## src/rtl/shr_arb_pkg.sv

```systemverilog
// Shared encodings for the two-requester SHR arbiter.
package shr_arb_pkg;

    typedef enum logic [1:0] {
        IDLE  = 2'd0,
        SHIFT = 2'd1,
        RESP  = 2'd2
    } state_t;

    localparam logic REQ0 = 1'b0;
    localparam logic REQ1 = 1'b1;

endpackage

```

## src/rtl/shr_arbiter_if.sv

```systemverilog
// Request/response bundle between the two issuers (master) and the arbiter (slave).
interface shr_arbiter_if #(
    parameter int DATAWIDTH = 8
);
    localparam int SHAMTW = $clog2(DATAWIDTH);

    logic                 req0_valid;
    logic                 req1_valid;
    logic                 req0_ready;
    logic                 req1_ready;
    logic [DATAWIDTH-1:0] req0_a;
    logic [DATAWIDTH-1:0] req1_a;
    logic [SHAMTW-1:0]    req0_sh_amt;
    logic [SHAMTW-1:0]    req1_sh_amt;
    logic                 rsp0_valid;
    logic                 rsp1_valid;
    logic                 rsp0_ready;
    logic                 rsp1_ready;
    logic [DATAWIDTH-1:0] rsp_d;
    logic                 busy;

    modport master (
        output req0_valid, req1_valid, req0_a, req1_a, req0_sh_amt, req1_sh_amt,
        output rsp0_ready, rsp1_ready,
        input  req0_ready, req1_ready, rsp0_valid, rsp1_valid, rsp_d, busy
    );

    modport slave (
        input  req0_valid, req1_valid, req0_a, req1_a, req0_sh_amt, req1_sh_amt,
        input  rsp0_ready, rsp1_ready,
        output req0_ready, req1_ready, rsp0_valid, rsp1_valid, rsp_d, busy
    );

endinterface

```

## src/rtl/SHR.sv

```systemverilog
// Logical right shift, zero fill; amounts >= DATAWIDTH yield zero.
// Latency: combinational. Backpressure: none.
module SHR #(
    parameter int DATAWIDTH = 8
) (
    input  logic [DATAWIDTH-1:0]         a_i,
    input  logic [$clog2(DATAWIDTH)-1:0] sh_i,
    output logic [DATAWIDTH-1:0]         d_o
);

    assign d_o = a_i >> sh_i;

endmodule

```

## src/rtl/shr_arbiter.sv

```systemverilog
// Round-robin share of one SHR between two requesters; captures operands, returns registered result.
// Latency: accept edge T, result valid from edge T+1 (IDLE/SHIFT/RESP, one op per 3 cycles minimum).
// Backpressure: a held-off response parks the FSM in RESP; request readys stay low until it drains.
module shr_arbiter
    import shr_arb_pkg::*;
#(
    parameter int DATAWIDTH = 8
) (
    input  logic          Clk,
    input  logic          Rst,
    shr_arbiter_if.slave  bus
);

    localparam int SHAMTW = $clog2(DATAWIDTH);

    state_t               state_q;
    logic                 last_grant_q;
    logic                 id_q;
    logic [DATAWIDTH-1:0] a_q;
    logic [SHAMTW-1:0]    sh_q;
    logic [DATAWIDTH-1:0] d_q;
    logic                 rsp0_valid_q;
    logic                 rsp1_valid_q;
    logic                 busy_q;

    logic                 idle;
    logic                 gnt0;
    logic                 gnt1;
    logic                 rsp_take;
    logic [DATAWIDTH-1:0] shr_d;

    // On contention the requester that did not win last time is served.
    assign idle     = (state_q == IDLE);
    assign gnt0     = idle && bus.req0_valid && (!bus.req1_valid || (last_grant_q == REQ1));
    assign gnt1     = idle && bus.req1_valid && (!bus.req0_valid || (last_grant_q == REQ0));
    assign rsp_take = (id_q == REQ0) ? bus.rsp0_ready : bus.rsp1_ready;

    // Readys are masked while reset is asserted so nothing appears accepted.
    assign bus.req0_ready = Rst & gnt0;
    assign bus.req1_ready = Rst & gnt1;
    assign bus.rsp0_valid = rsp0_valid_q;
    assign bus.rsp1_valid = rsp1_valid_q;
    assign bus.rsp_d      = d_q;
    assign bus.busy       = busy_q;

    SHR #(
        .DATAWIDTH (DATAWIDTH)
    ) u_shr (
        .a_i  (a_q),
        .sh_i (sh_q),
        .d_o  (shr_d)
    );

    always_ff @(posedge Clk or negedge Rst) begin
        if (!Rst) begin
            state_q      <= IDLE;
            last_grant_q <= REQ1;
            id_q         <= REQ0;
            a_q          <= '0;
            sh_q         <= '0;
            d_q          <= '0;
            rsp0_valid_q <= 1'b0;
            rsp1_valid_q <= 1'b0;
            busy_q       <= 1'b0;
        end else begin
            case (state_q)
                IDLE: begin
                    if (gnt0 || gnt1) begin
                        a_q     <= gnt1 ? bus.req1_a : bus.req0_a;
                        sh_q    <= gnt1 ? bus.req1_sh_amt : bus.req0_sh_amt;
                        id_q    <= gnt1 ? REQ1 : REQ0;
                        busy_q  <= 1'b1;
                        state_q <= SHIFT;
                    end
                end
                SHIFT: begin
                    d_q          <= shr_d;
                    rsp0_valid_q <= (id_q == REQ0);
                    rsp1_valid_q <= (id_q == REQ1);
                    state_q      <= RESP;
                end
                RESP: begin
                    if (rsp_take) begin
                        rsp0_valid_q <= 1'b0;
                        rsp1_valid_q <= 1'b0;
                        last_grant_q <= id_q;
                        busy_q       <= 1'b0;
                        state_q      <= IDLE;
                    end
                end
                default: begin
                    rsp0_valid_q <= 1'b0;
                    rsp1_valid_q <= 1'b0;
                    busy_q       <= 1'b0;
                    state_q      <= IDLE;
                end
            endcase
        end
    end

endmodule

```

## src/flat_wrapper.sv

```systemverilog
// flat-port wrapper written by rule: the top's interface ports become plain ports
module shr_arbiter_flat import shr_arb_pkg::*;
#(
    parameter int DATAWIDTH = 8
)
  (Clk, Rst, bus_req0_valid, bus_req1_valid, bus_req0_a, bus_req1_a, bus_req0_sh_amt, bus_req1_sh_amt, bus_rsp0_ready, bus_rsp1_ready, bus_req0_ready, bus_req1_ready, bus_rsp0_valid, bus_rsp1_valid, bus_rsp_d, bus_busy);
  shr_arbiter_if #(.DATAWIDTH(DATAWIDTH)) bus_i ();
  input  logic Clk;
  input  logic Rst;
  input wire logic [$bits(bus_i.req0_valid)-1:0] bus_req0_valid;
  input wire logic [$bits(bus_i.req1_valid)-1:0] bus_req1_valid;
  input wire logic [$bits(bus_i.req0_a)-1:0] bus_req0_a;
  input wire logic [$bits(bus_i.req1_a)-1:0] bus_req1_a;
  input wire logic [$bits(bus_i.req0_sh_amt)-1:0] bus_req0_sh_amt;
  input wire logic [$bits(bus_i.req1_sh_amt)-1:0] bus_req1_sh_amt;
  input wire logic [$bits(bus_i.rsp0_ready)-1:0] bus_rsp0_ready;
  input wire logic [$bits(bus_i.rsp1_ready)-1:0] bus_rsp1_ready;
  output wire logic [$bits(bus_i.req0_ready)-1:0] bus_req0_ready;
  output wire logic [$bits(bus_i.req1_ready)-1:0] bus_req1_ready;
  output wire logic [$bits(bus_i.rsp0_valid)-1:0] bus_rsp0_valid;
  output wire logic [$bits(bus_i.rsp1_valid)-1:0] bus_rsp1_valid;
  output wire logic [$bits(bus_i.rsp_d)-1:0] bus_rsp_d;
  output wire logic [$bits(bus_i.busy)-1:0] bus_busy;
  assign bus_i.req0_valid = bus_req0_valid;
  assign bus_i.req1_valid = bus_req1_valid;
  assign bus_i.req0_a = bus_req0_a;
  assign bus_i.req1_a = bus_req1_a;
  assign bus_i.req0_sh_amt = bus_req0_sh_amt;
  assign bus_i.req1_sh_amt = bus_req1_sh_amt;
  assign bus_i.rsp0_ready = bus_rsp0_ready;
  assign bus_i.rsp1_ready = bus_rsp1_ready;
  assign bus_req0_ready = bus_i.req0_ready;
  assign bus_req1_ready = bus_i.req1_ready;
  assign bus_rsp0_valid = bus_i.rsp0_valid;
  assign bus_rsp1_valid = bus_i.rsp1_valid;
  assign bus_rsp_d = bus_i.rsp_d;
  assign bus_busy = bus_i.busy;
  shr_arbiter #(.DATAWIDTH(DATAWIDTH)) u_core (.Clk(Clk), .Rst(Rst), .bus(bus_i));
endmodule
```

## config.mk

```make
export PLATFORM = sky130hd
export DESIGN_NAME = shr_arbiter_flat
export DESIGN_NICKNAME = d
export VERILOG_FILES = /design/src/rtl/shr_arb_pkg.sv /design/src/rtl/shr_arbiter_if.sv /design/src/rtl/SHR.sv /design/src/rtl/shr_arbiter.sv /design/src/flat_wrapper.sv
export SDC_FILE = /design/constraint.sdc
export NUM_CORES = 1
export LEC_CHECK = 0
export CAP_MARGIN = 20
export CORE_UTILIZATION = 51
export DETAILED_ROUTE_END_ITERATION = 12
export GPL_TIMING_DRIVEN = 0
export PLACE_DENSITY = 0.93
export SETUP_SLACK_MARGIN = 0.1
export SYNTH_ARGS = -nofsm -noshare
export SYNTH_HDL_FRONTEND = slang
export SYNTH_SLANG_ARGS = --single-unit
```

## constraint.sdc

```tcl
create_clock -name Clk -period 4 [get_ports Clk]
set_input_delay 0.8 -clock Clk [delete_from_list [all_inputs] [get_ports Clk]]
set_output_delay 0.8 -clock Clk [all_outputs]
set_load 0.02 [all_outputs]
```

## After elaboration in Yosys (flattened, before gate mapping)

Index checks and enable logic that the tools add are counted.

- Output and inout port bits: 13
- Memories: 0
- RAM bits: 0
- Bits in latches: 0
- Logic and storage cells: 47
- ROM bits: 0
- Bits in registers: 26

- Eq/ne operators: 4
- $lt $le $gt $ge: 0
- $mul: 0
- Reduce and logical (&&, ||, !) cells: 15
- $add $sub $neg: 0
- Multiplexer cells: 12
- Bitwise operators: 6
- Divide/modulo/power cells: 0
- Shift operators: 1

Operators by type and width:

| cell | count |
|---|---|
| 1-bit case mux with 3 select lines | 3 |
| 8-bit two-way mux | 1 |
| 2-bit AND reduction | 4 |
| 8-bit by 3-bit >> shifter with 8-bit output | 1 |
| 2-bit case mux with 3 select lines | 1 |
| 1-bit logical AND | 4 |
| 1-bit two-way mux | 4 |
| 2-bit two-way mux | 2 |
| 1-bit inverter | 4 |
| 1-bit logical OR | 3 |
| 3-bit two-way mux | 1 |
| 3-bit AND reduction | 1 |
| 1-bit AND | 2 |
| 2-bit by 1-bit == test with 1-bit output, second input constant | 1 |
| 2-bit == test, second input constant | 1 |
| 1-bit zero test | 2 |
| 2-bit zero test | 1 |
| 2-bit by 1-bit != test with 1-bit output, second input constant | 1 |
| 2-bit != test, second input constant | 1 |

## Logic depth before layout (Yosys ltp)

Gate-level depths: netlist (run 1).

- Depth in word-level cells: 6
- Depth in mapped cells: 5
- Mapped depth without buffers: 3

## Modules after synthesis

Synthesis (run 1) repeated with hierarchy kept, for this count alone.

- Cells, all modules: 146
- Area, all modules: 1635.3 sq um

By module, submodules not included:

| module | instances | seq. area each (sq um) | area each (sq um) | cells each |
|---|---|---|---|---|
| shr_arbiter | 1 | 651.9 | 1361.3 | 118 |
| SHR | 1 | 0.0 | 274.0 | 28 |

## Worst setup path after synthesis (run 1)

Ideal clock, no wire load.

- Path kind: input to output
- Start: input port bus_req0_valid
- End: output port bus_req1_ready
- Data arrival time: 1568 ps
- Required time: 3200 ps
- Stages on the path: 3
- Slack: 1632 ps
- Cells stage by stage: a211oi_2 -> buf_2 -> and3_1

- Longest elaborated chain between the ends: 4

RTL lines:

| item | RTL line | source |
|---|---|---|
| start, declared | flat_wrapper.sv:10 | `input wire logic [$bits(bus_i.req0_valid)-1:0] bus_req0_valid;` |
| 1-bit zero test | shr_arbiter.sv:35 | `assign gnt1 = idle && bus.req1_valid && (!bus.req0_valid \|\| (last_grant_q == REQ0));` |
| 1-bit logical OR | shr_arbiter.sv:35 |  |
| 1-bit logical AND | shr_arbiter.sv:35 |  |
| 1-bit AND | shr_arbiter.sv:40 | `assign bus.req1_ready = Rst & gnt1;` |
| end, declared | flat_wrapper.sv:19 | `output wire logic [$bits(bus_i.req1_ready)-1:0] bus_req1_ready;` |

Every way passes these cells.

## Worst setup path after layout (run 1)

Ends and elaborated chain as after synthesis.

==> flow_summary.toml, run 1 <==
[status]
status = "finished, final reports clean"

[finish]
area_growth_syn_to_layout_pct = 36.0
antenna_cells = 0
layout_commonest_cell = "clkdlybuf4s50_1"
n_fill_cell = 204
num-nets-final = 220
drive_above_1_share_pct = 8.90
postLayoutCoreUtil_pct = 76.2
layout_common_cells = "clkdlybuf4s50_1 (40), dfrtp_1 (25), a21oi_1 (15)"
final_cell_count_no_fill = 221

[place]
place_congestion = 0.885
io_buffers = 40
dp_hpwl_um = 2740
placed_cells = 217
pre_cts_ws_ns = 0.470

[floorplanning]
core_mm2 = 0.00257
rows = 18
dieArea_mm2 = 0.00304
initial_core_util_pct = 56.0
die_w_um = 55.1
io_pins = 41
dieHeight_um = 55.1

[sta]
tightest_slew_ns = 0.627
hold_viol_final = 0
final.setup_skew_ns = 0.0158
slew_headroom_pct = 58.1
rsz0062_at_grt = "no"
timing.fmax_ghz = 0.285
setup_viol = 0
maxSlewViolCount = 0
layout_setup_ws_ns = 0.496
fin_hold_ws_ns = 0.503
min_period_ns = 3.50
fin_tns_setup_ns = 0
period_share_pct = 87.6

[critical_path]
cp_cell_sequence = "clkdlybuf4s50_1 > a211oi_2 > buf_2 > and3_1 > clkdlybuf4s50_1"
reg2reg_from = "u_core.state_q[1]"
crit_path_start_kind = "input pin"
end_kind = "output port"
rrSetupSlack_ns = 2.39
slowest_delay_ns = 0.60
cp_slowest_cell = "clkdlybuf4s50_1"
r2r_end = "u_core.a_q[3]"
path_max_fanout = 10
crit_top_cell = "clkdlybuf4s50_1"
reg2regPathDepth = 5
path_class = "input pin to output port"
worst_ep_required_time_ns = 3.20
arrival_ns = 2.70

[yosys]
avgSynthCellArea_um2 = 9.85
synth_nets = 174
synth_cells = 146
yosysWarnings = 0
synth.top_cell.area_share_pct = 43.5
synth.distinct_cells = 34
syn-cell-area_mm2 = 0.00144
synth.yosys.seq_area_share_pct = 45.3
synth_area_leaders = "dfrtp_1 (44%), mux2i_1 (6.3%), a21oi_1 (5.2%)"
ys_ff_latch = 26
yosysTopAreaCell = "dfrtp_1"

[power]
p_per_area_mw_per_mm2 = 781
p_switching_uw = 629
comb_power_share_pct = 55.2
p_int_uw = 899
power_frac_seq_pct = 33.0
pwr-share-clk_pct = 11.8
p_leak_uw = 0.000801
swShare_pct = 41.2
peakVddDrop_mv = 0.529

[clock_network]
cts_resized = 0
cts_hold_buffers = 0
ctsRootBufferMaster = "clkbuf_4"
cts_max_path_buffers = 2
cts_tree = "built"
clk_latency_ns = 0.33
htree_levels = 1
cts_buffers = 3
clk_pin_slew_ns = 0.13
cts_setup_buffers = 0
cts_sinks = 26

[drt]
first_iter_violations = 25
wl_um = 3430
vias_per_cell = 6.07
wl_per_cell_um = 15.5
vias = 1342
first_pass_iters = 4
antenna_left = 0
drc = 0

[grt]
antenna_found_initial = 0
grt_max_degree = 18
grt_usage_pct = 25.1
grt_pass1_vias = 1262
globalRouteOverflowTotal = 0
grt_first_pass_wirelength_um = 5400

[worst_hold_path]
whs_path_depth = 2
hold_class = "flop to flop"
worstHoldEndpoint = "u_core.bus.rsp_d[0]"
hp-start = "u_core.bus.rsp_d[0]"

[run]
maxCapViolCount = 0
==> power by group through the flow <==
stage	registers, uW	clock network, uW	logic, uW
final	505	180	843
after global routing	520	190	929
after CTS	503	182	841
after detailed placement	506	0	838
after global placement	495	0	799
after floorplan	534	0	533
==> cell families (layout without fill, tap and decap cells) <==
logic type	after synthesis	in the layout	share of synthesized area, %
buffers and inverters	15	60	4.79
and+or+nand+nor	37	37	13.8
DFF	26	26	45.3
muxes	13	13	12.8
AOI/OAI and AO/OA	55	55	23.3
==> metal layers <==
layer  part of all wire (%)  up-vias  GRT usage, %
met1                     43      647          30.5
met2                     51       49          44.0
met4                   0.93        0          10.0
met5                      0        -             0
met3                    5.0        6          3.83
li1                       -      640             -
==> how the worst max path moves through the flow <==
stage / depth (start not counted) / to / from
3_3_place_gp: 4 / bus_req0_ready / Rst
5_1_grt: 5 / bus_req0_ready / Rst
2_1_floorplan: 3 / bus_req1_ready / bus_req0_valid
3_5_place_dp: 5 / bus_req0_ready / Rst
4_1_cts: 5 / bus_req0_ready / Rst
6_report: 5 / bus_req1_ready / bus_req0_valid
==> cell type report <==
type / instances / area, um^2 / share of cell area [%]
Timing Repair Buffer: 41 / 428 / 21.9
Buffer: 12 / 57.6 / 2.94
Clock inverter: 1 / 30.0 / 1.54
Inverter: 3 / 11.3 / 0.576
Sequential cell: 26 / 652 / 33.3
Clock buffer: 3 / 22.5 / 1.15
Multi-Input combinational cell: 105 / 717 / 36.7
Tap cell: 30 / 37.5 / 1.92
==> Yosys cell counts, drive strengths merged <==
cell      n
o31ai     2
mux4      4
clkbuf    7
a22o      2
and4bb    1
o21ai    16
and2      3
dfrtp    25
mux2i     9
nand2b    2
nor2      5
a31oi    12
or2b      1
nor3      1
a21o      2
nand2     6
a211oi    1
nand3    11
or2       1
o22a      1
a21oi    15
or3       1
dfstp     1
nand3b    1
a211o     1
nor2b     3
o2bb2ai   2
and3      1
buf       5
inv       3
a32o      1
==> state kept, by name, indices dropped and copies added (netlist names) <==
register / flops
u_core.last_grant_q: 1
u_core.bus.rsp0_valid: 1
u_core.bus.rsp_d: 8
u_core.bus.busy: 1
u_core.sh_q: 3
u_core.a_q: 8
u_core.bus.rsp1_valid: 1
u_core.id_q: 1
u_core.state_q: 2
==> metrics by stage <==
| stage | instance area, um^2 | power, uW |
|---|---|---|
| floorplan | 1440 | 1070 |
| global placement | 1880 | 1290 |
| detailed placement | 1900 | 1340 |
| CTS | 1960 | 1530 |
| global route | 1960 | 1640 |
| finish | 1960 | 1530 |
==> worst max-delay path, delay by kind of cell <==
family | cells | cell delay [ns]
AOI/OAI and AO/OA | 1 | 0.38
and+or+nand+nor | 1 | 0.18
buffers and inverters | 3 | 1.34
No activity file was read; power rests on OpenSTA's default activity.
==> run 2: changes to the inputs <==
PLACE_DENSITY = 0.95   (was 0.93)
==> flow_summary.toml, run 2 (synthesis results as in run 1) <==
[status]
status = "finished, final reports clean"

[clock_network]
htree_levels = 1
cts_buffers = 3
clk_latency_ns = 0.32
cts_resized = 0
cts_sinks = 26
ctsRootBufferMaster = "clkbuf_4"
cts_max_path_buffers = 2
clk_pin_slew_ns = 0.14
cts_setup_buffers = 0
cts_tree = "built"
cts_hold_buffers = 0

[grt]
use_met1_pct = 27.4
grt-busiest-layer = "met2"
grt_max_degree = 21
use_met3_pct = 2.46
grt_pass1_vias = 1245
use_met2_pct = 44.6
grt_usage_pct = 24.0
grt_first_pass_wirelength_um = 5140
antenna_found_initial = 0
globalRouteOverflowTotal = 0

[sta]
tightest_slew_ns = 0.505
layout_setup_ws_ns = 0.510
period_share_pct = 87.3
fin_tns_setup_ns = 0
slew_headroom_pct = 66.2
rsz0062_at_grt = "no"
timing.fmax_ghz = 0.286
maxSlewViolCount = 0
min_period_ns = 3.49
hold_viol_final = 0
setup_viol = 0
final.setup_skew_ns = 0.00299

[place]
placed_area_mm2 = 0.00190
dp_hpwl_um = 2700
io_buffers = 40
pre_cts_ws_ns = 0.542
place_congestion = 0.864

[critical_path]
crit_path_start_kind = "input pin"
end_kind = "output port"
cp_cell_sequence = "clkdlybuf4s50_1 > a211oi_2 > buf_2 > and3_1 > clkdlybuf4s50_1"
crit_top_cell = "clkdlybuf4s50_1"
path_max_fanout = 10
slowest_delay_ns = 0.60
worst_ep_required_time_ns = 3.20
arrival_ns = 2.69
path_class = "input pin to output port"
cp_slowest_cell = "clkdlybuf4s50_1"
rrSetupSlack_ns = 2.42

[floorplanning]
initial_core_util_pct = 56.0
dieHeight_um = 55.1
die_w_um = 55.1
core_mm2 = 0.00257
io_pins = 41
dieArea_mm2 = 0.00304
rows = 18

[finish]
num-nets-final = 220
layout_commonest_cell = "clkdlybuf4s50_1"
n_fill_cell = 200
final_area_mm2 = 0.00194
layout_common_cells = "clkdlybuf4s50_1 (40), dfrtp_1 (25), a21oi_1 (15)"
drive_above_1_share_pct = 8.90
area_growth_syn_to_layout_pct = 34.9
antenna_cells = 0

[power]
p_leak_uw = 0.000794
peakVddDrop_mv = 0.489
p_per_area_mw_per_mm2 = 762

[drt]
first_pass_iters = 4
wl_um = 3340
vias = 1316
vias_per_cell = 5.95
first_iter_violations = 20
drc = 0
antenna_left = 0
wl_per_cell_um = 15.1

[worst_hold_path]
hold_class = "flop to flop"

[run]
maxCapViolCount = 0
==> run 2: cell count changes in the layout (fill, tap and decap cells not counted), sizes merged <==
cell	delta
bufinv	-1
clkbuf	+1
==> run 2: report_power, final <==
part           switching (uW)  total [uW]  internal [uW]
combinational             433         839            406
clock                    77.7         133           55.7
sequential                112         504            392
total                     624        1480            853
==> run 2: cell type report <==
type                       instances  area (um^2)  share of cell area (%)
timing repair buffer              41          428                    22.1
multi-input combinational        105          717                    37.0
clock buffer                       4         36.3                    1.87
buffer                            12         57.6                    2.97
inverter                           3         11.3                   0.581
tap                               30         37.5                    1.94
sequential                        26          652                    33.6
==> run 2: per-stage QoR <==
stage / hold WS, ns / cells / total power (uW) / utilization, %
2_1_floorplan: 0.504 / 146 / 1070 / -
3_3_place_gp: 0.460 / 216 / 1290 / 73.1
3_5_place_dp: 0.473 / 217 / 1340 / 74.1
4_1_cts: 0.504 / 221 / 1470 / 75.5
5_1_grt: 0.531 / 221 / 1580 / 75.5
6_report: 0.501 / 221 / 1480 / 75.5
==> run 2: layer usage <==
metal,share of wire [%],up-vias
li1,-,639
met1,42,620
met3,5.3,5
met2,51,52
met5,0,-
met4,1.2,0
==> run 2: critical path, delay by kind of cell <==
| family | cells | cell delay (ns) |
|---|---|---|
| AOI/OAI and AO/OA | 1 | 0.36 |
| buffers and inverters | 3 | 1.35 |
| and+or+nand+nor | 1 | 0.18 |
==> run 2: final timing paths <==
kind                                   startpoint                  end  cells past startpoint
worst min register to register    u_core.bus.busy      u_core.bus.busy                      1
worst max-delay path               bus_req0_valid       bus_req1_ready                      5
max in group asynchronous                     Rst  u_core.last_grant_q                      2
min in group asynchronous                     Rst  u_core.bus.rsp_d[6]                      1
worst max register to register  u_core.state_q[1]       u_core.sh_q[2]                      5
worst min-delay path              u_core.bus.busy      u_core.bus.busy                      1
==> run 3: changes to the inputs <==
SLEW_MARGIN = 5   (was unset)
==> results of run 3 <==
No change in the layout: final DEF, timing and power equal those of run 2.
